`src/rtl/card_dealer.sv`:
```
// Card dealer: draws a rank from a free-running count (mod 13, bit-serial) and deals
// from a 52-card deck, skipping forward over exhausted ranks.
module card_dealer #(
    parameter int unsigned WIDTH  = 12,
    parameter int unsigned COPIES = 4
) (
    input  logic             clk_50M,
    input  logic             i_Reset,
    input  logic [WIDTH-1:0] i_Count,
    input  logic             i_Draw,
    input  logic             i_Shuffle,
    output logic [3:0]       o_Card,
    output logic [3:0]       o_Value,
    output logic             o_Valid,
    output logic             o_Busy,
    output logic             o_Empty,
    output logic [5:0]       o_Remaining
);

    localparam int unsigned NRANK = 13;
    localparam int unsigned CNT_W = 3;
    localparam int unsigned BIT_W = $clog2(WIDTH + 1);
    localparam int unsigned REM_W = 6;
    localparam logic [REM_W-1:0] FULL = REM_W'(NRANK * COPIES);
    localparam logic [CNT_W-1:0] LOAD = CNT_W'(COPIES);

    typedef enum logic [1:0] {
        IDLE,
        REDUCE,
        PROBE,
        DEAL
    } state_t;

    state_t                          state_q, state_d;
    logic [WIDTH-1:0]                sr_q, sr_d;
    logic [3:0]                      rank_q, rank_d;
    logic [BIT_W-1:0]                bit_q, bit_d;
    logic [NRANK-1:0][CNT_W-1:0]     cnt_q, cnt_d;
    logic [REM_W-1:0]                remaining_q, remaining_d;
    logic [3:0]                      card_q, card_d;
    logic [3:0]                      value_q, value_d;
    logic                            valid_q, valid_d;
    logic                            busy_q, busy_d;
    logic                            empty_q, empty_d;

    // One step of MSB-first mod-13 reduction: shift in a bit, subtract 13 once if needed.
    logic [4:0] acc;
    logic [3:0] rank_step;
    always_comb begin
        acc       = {rank_q, sr_q[WIDTH-1]};
        rank_step = (acc >= 5'd13) ? 4'(acc - 5'd13) : acc[3:0];
    end

    always_ff @(posedge clk_50M) begin
        if (i_Reset) begin
            state_q     <= IDLE;
            sr_q        <= '0;
            rank_q      <= '0;
            bit_q       <= '0;
            cnt_q       <= {NRANK{LOAD}};
            remaining_q <= FULL;
            card_q      <= '0;
            value_q     <= '0;
            valid_q     <= 1'b0;
            busy_q      <= 1'b0;
            empty_q     <= 1'b0;
        end else begin
            state_q     <= state_d;
            sr_q        <= sr_d;
            rank_q      <= rank_d;
            bit_q       <= bit_d;
            cnt_q       <= cnt_d;
            remaining_q <= remaining_d;
            card_q      <= card_d;
            value_q     <= value_d;
            valid_q     <= valid_d;
            busy_q      <= busy_d;
            empty_q     <= empty_d;
        end
    end

    always_comb begin
        state_d     = state_q;
        sr_d        = sr_q;
        rank_d      = rank_q;
        bit_d       = bit_q;
        cnt_d       = cnt_q;
        remaining_d = remaining_q;
        card_d      = card_q;
        value_d     = value_q;
        valid_d     = 1'b0;
        busy_d      = busy_q;
        empty_d     = empty_q;

        case (state_q)
            IDLE: begin
                if (i_Shuffle) begin
                    cnt_d       = {NRANK{LOAD}};
                    remaining_d = FULL;
                    empty_d     = 1'b0;
                end else if (i_Draw && !empty_q) begin
                    sr_d    = i_Count;
                    rank_d  = '0;
                    bit_d   = '0;
                    busy_d  = 1'b1;
                    state_d = REDUCE;
                end
            end
            REDUCE: begin
                sr_d   = sr_q << 1;
                rank_d = rank_step;
                bit_d  = BIT_W'(bit_q + 1'b1);
                if (bit_q == BIT_W'(WIDTH - 1)) begin
                    state_d = PROBE;
                end
            end
            PROBE: begin
                // Deck is non-empty, so this walk wraps around at most once.
                if (cnt_q[rank_q] != '0) begin
                    state_d = DEAL;
                end else begin
                    rank_d = (rank_q == 4'd12) ? 4'd0 : 4'(rank_q + 1'b1);
                end
            end
            DEAL: begin
                cnt_d[rank_q] = CNT_W'(cnt_q[rank_q] - 1'b1);
                remaining_d   = REM_W'(remaining_q - 1'b1);
                empty_d       = (remaining_q == REM_W'(1));
                card_d        = 4'(rank_q + 1'b1);
                value_d       = (rank_q >= 4'd9) ? 4'd10 : 4'(rank_q + 1'b1);
                valid_d       = 1'b1;
                busy_d        = 1'b0;
                state_d       = IDLE;
            end
            default: state_d = IDLE;
        endcase
    end

    assign o_Card      = card_q;
    assign o_Value     = value_q;
    assign o_Valid     = valid_q;
    assign o_Busy      = busy_q;
    assign o_Empty     = empty_q;
    assign o_Remaining = remaining_q;

endmodule
```
`config.mk`:
```
export PLATFORM = sky130hd
export DESIGN_NAME = card_dealer
export DESIGN_NICKNAME = d
export VERILOG_FILES = /design/src/rtl/card_dealer.sv
export SDC_FILE = /design/constraint.sdc
export NUM_CORES = 1
export LEC_CHECK = 0
export BUFFER_PORTS_ARGS = -buffer_cell sky130_fd_sc_hd__buf_2
export CORE_MARGIN = 2
export CORE_UTILIZATION = 40
export CTS_CLUSTER_DIAMETER = 200
export DETAILED_ROUTE_END_ITERATION = 8
export PLACE_DENSITY = 0.69
export SLEW_MARGIN = 15
export SYNTH_ARGS = -nofsm -noshare
export SYNTH_HDL_FRONTEND = slang
export SYNTH_SLANG_ARGS = --single-unit
```
`constraint.sdc`:
```
create_clock -name clk_50M -period 3.5 [get_ports clk_50M]
set_input_delay 0.35 -clock clk_50M [delete_from_list [all_inputs] [get_ports clk_50M]]
set_output_delay 0.35 -clock clk_50M [all_outputs]
set_load 0.05 [all_outputs]
```
==> impl_metrics.yaml <==
status:
  outcome: "complete, no violations"
flow_run:
  cap_violations: 0
worst_setup_path:
  path_max_fanout: 15
  start_kind: "flip-flop"
  cp_data_required_time_ps: 3710
  crit_path_cell_trace: "buf_4, mux4_2, a221oi_1, ha_1, inv_1, nand3_1, nor3b_2, o21ai_0"
  worstPathArrival_ps: 3230
  crit_family: "simple AND/OR/NAND/NOR gates"
  cpPeakStageDelay_ps: 600
  critPathKind: "flip-flop to flip-flop"
  critPathCaptureType: "flip-flop"
  critical_path.slowest_cell: "nor3b_2"
  critPathBufInv: 2
floorplanning:
  core_um2: 9729
  die_w_um: 103.7
  initial_core_util: 0.4086
  num_rows: 36
  dieHeight_um: 103.7
  dieArea_um2: 10750
  io_pins: 33
layout:
  final_cells: 618
  fin_area_um2: 4487
  ff_latch_area_um2: 1562
  mostFrequentLayoutCell: "dfxtp_1"
  final_cell_mix: "78 x dfxtp_1, 48 x nand3_1, 46 x nor2_1"
  final_layout_size_suffix_gt1_frac: 0.1546
  area_delta_synth_final_pct: 12.87
  fin_util: 0.4612
  diodes: 0
  nNetsFinal: 513
  nFillCells: 961
  multi_input_area_um2: 2227
sta:
  fmax_mhz: 330.3
  worst_slew_pin_slew_ps: 951.1
  finalCritPeriodShare: 0.8651
  finalHoldViolCount: 0
  final.min_clock_period_ps: 3028
  grt_setup_unrepaired: "no"
  skew_ps: 3.148
  slew_headroom: 0.3651
  setup_tns_ps: 0
  finalMaxSlewViolations: 0
  final-setup-viol-count: 0
clocking:
  cts_resized: 0
  cts.sinks: 78
  clk_pin_slew_ps: 80
  htreeDepth: 3
  cts_buffers: 9
  ctsHoldBuffers: 0
  clockBufferDepth: 2
  cts_setup_buffers: 0
  cts-root-buf: "clkbuf_8"
  cts_tree: "yes"
  clkLatencyLatePin_ps: 350
grt:
  grt_max_degree: 35
  grt_pass1_vias: 3280
  grt_pass1_wl_mm: 15.68
  grt.total_usage: 0.1765
  antenna_found_initial: 0
  overflow: 0
routing:
  drt_iter0_markers: 220
  vias: 3459
  wl_per_cell_um: 15.03
  drc: 0
  viasPerCell: 5.597
  dr.pass1.iters: 5
  drt_wl_total_mm: 9.287
  postRouteAntennaNets: 0
pwr:
  power.total_w: 0.002555
  p_leak_nw: 1.658
  ir_drop_v: 0.0003829
  power.density_nw_per_um2: 569.5
yosys:
  synth.yosys.seq_area_share: 0.3928
  yosys_warnings: 0
  synthArstFlopShare: 0
  synth-edff-count: 0
  synth.distinct_cells: 57
  netlist_instances: 455
  mappedNetlistArea_um2: 3975
  synth_area_leaders: "dfxtp_1 39%, mux2i_1 6.0%, nand3_1 6.0%"
  yosysTopAreaCell: "dfxtp_1"
  ys.flop_type: "dfxtp_1"
  ys_ff_latch: 78
  synth_fp_nets: 487
  avgSynthCellArea_um2: 8.736
  yosys.area.top_type_share: 0.3928
placed_design:
  dp_hpwl_mm: 6.672
  gp_congestion: 0.8652
  port_buffers: 32
  dp.cells: 603
  placed_area_um2: 4250
min_path:
  hold_class: "input port to flip-flop"
## Yosys cell counts, types with 2 or more instances
library cell	instances
a211oi_1	16
a2bb2oi_1	2
nor2_1	46
o22ai_1	2
buf_2	5
nand2_1	24
o31ai_1	10
ha_1	16
buf_6	2
a221oi_1	2
nor3_1	11
a22oi_1	2
nand3b_1	2
and2_1	3
nor2b_1	6
or3_1	2
mux4_2	6
mux2_4	2
dfxtp_1	78
and3_1	2
mux2_2	2
buf_4	2
o21ai_0	28
nand3_1	48
nor3b_2	2
xnor2_1	3
inv_1	13
a21o_1	2
xor2_1	3
a21oi_1	33
nand2b_1	8
a32oi_1	2
mux2i_1	24
clkbuf_1	18
nand4_1	3
a31oi_1	4
## cell families after synthesis
| logic type | synth area share |
|---|---|
| compound gates | 0.1854 |
| xor+xnor | 0.01322 |
| fa+ha+maj | 0.05036 |
| buf+inv | 0.04689 |
| flops | 0.3928 |
| mux | 0.1105 |
| simple gates | 0.2008 |
## metrics by stage
step,setup WS [ps],hold WS (ps)
3_3_place_gp,586.8,454.3
6_report,472.1,266.3
3_5_place_dp,496.7,456.2
2_1_floorplan,689.2,431.5
4_1_cts,488.0,256.5
5_1_grt,176.7,311.2
## worst register-to-register path, delay by kind of cell (launching register included)
kind / cells / cell delay, ps
multiplexers: 1 / 520
flip-flops: 1 / 500
buffers and inverters: 2 / 390
adder cells (fa/ha/maj): 1 / 220
AO/OA/AOI/OAI: 2 / 580
AND/OR/NAND/NOR: 2 / 680
## routing by layer
metal	share of wire	track usage	vias to the layer above
li1	-	-	1703
met1	0.45	0.2296	1643
met2	0.48	0.2914	97
met3	0.056	0.04091	16
met4	0.015	0.05502	0
met5	0	0	-
## report_power, final
group | leakage, nW | switching [W] | internal (W)
Clock | 0.119 | 0.000325 | 0.000489
Combinational | 0.906 | 0.000479 | 0.000255
Sequential | 0.632 | 0.0000532 | 0.000955
Total | 1.66 | 0.000857 | 0.00170
## sequential cells by signal, summed over array words and instances (netlist names)
signal       count
o_Empty          1
o_Remaining      6
o_Value          4
o_Busy           1
rank_q           4
cnt_q           39
state_q          2
o_Valid          1
bit_q            4
sr_q            12
o_Card           4
## area by class of cell
cell class              count  share of cell area
inverters                  14             0.01171
well taps                 133             0.03709
clock buffers              11             0.03151
clock inverters             4             0.02119
flip-flops and latches     78              0.3480
repair buffers             43             0.05410
multi-input cells         335              0.4964
## path summary, 6_finish.rpt
kind,from,to,slack (ps),cells past startpoint
worst min-delay path,i_Count[0],sr_q[0]$_SDFFE_PP0P_,270,3
worst max-delay path,rank_q[0]$_SDFFE_PP0P_,cnt_q[17]$_SDFFE_PP1P_,470,8
worst max register to register,rank_q[0]$_SDFFE_PP0P_,cnt_q[17]$_SDFFE_PP1P_,470,8
worst min register to register,cnt_q[13]$_SDFFE_PP0P_,cnt_q[13]$_SDFFE_PP0P_,470,2
No activity file was read; power rests on OpenSTA's default activity.
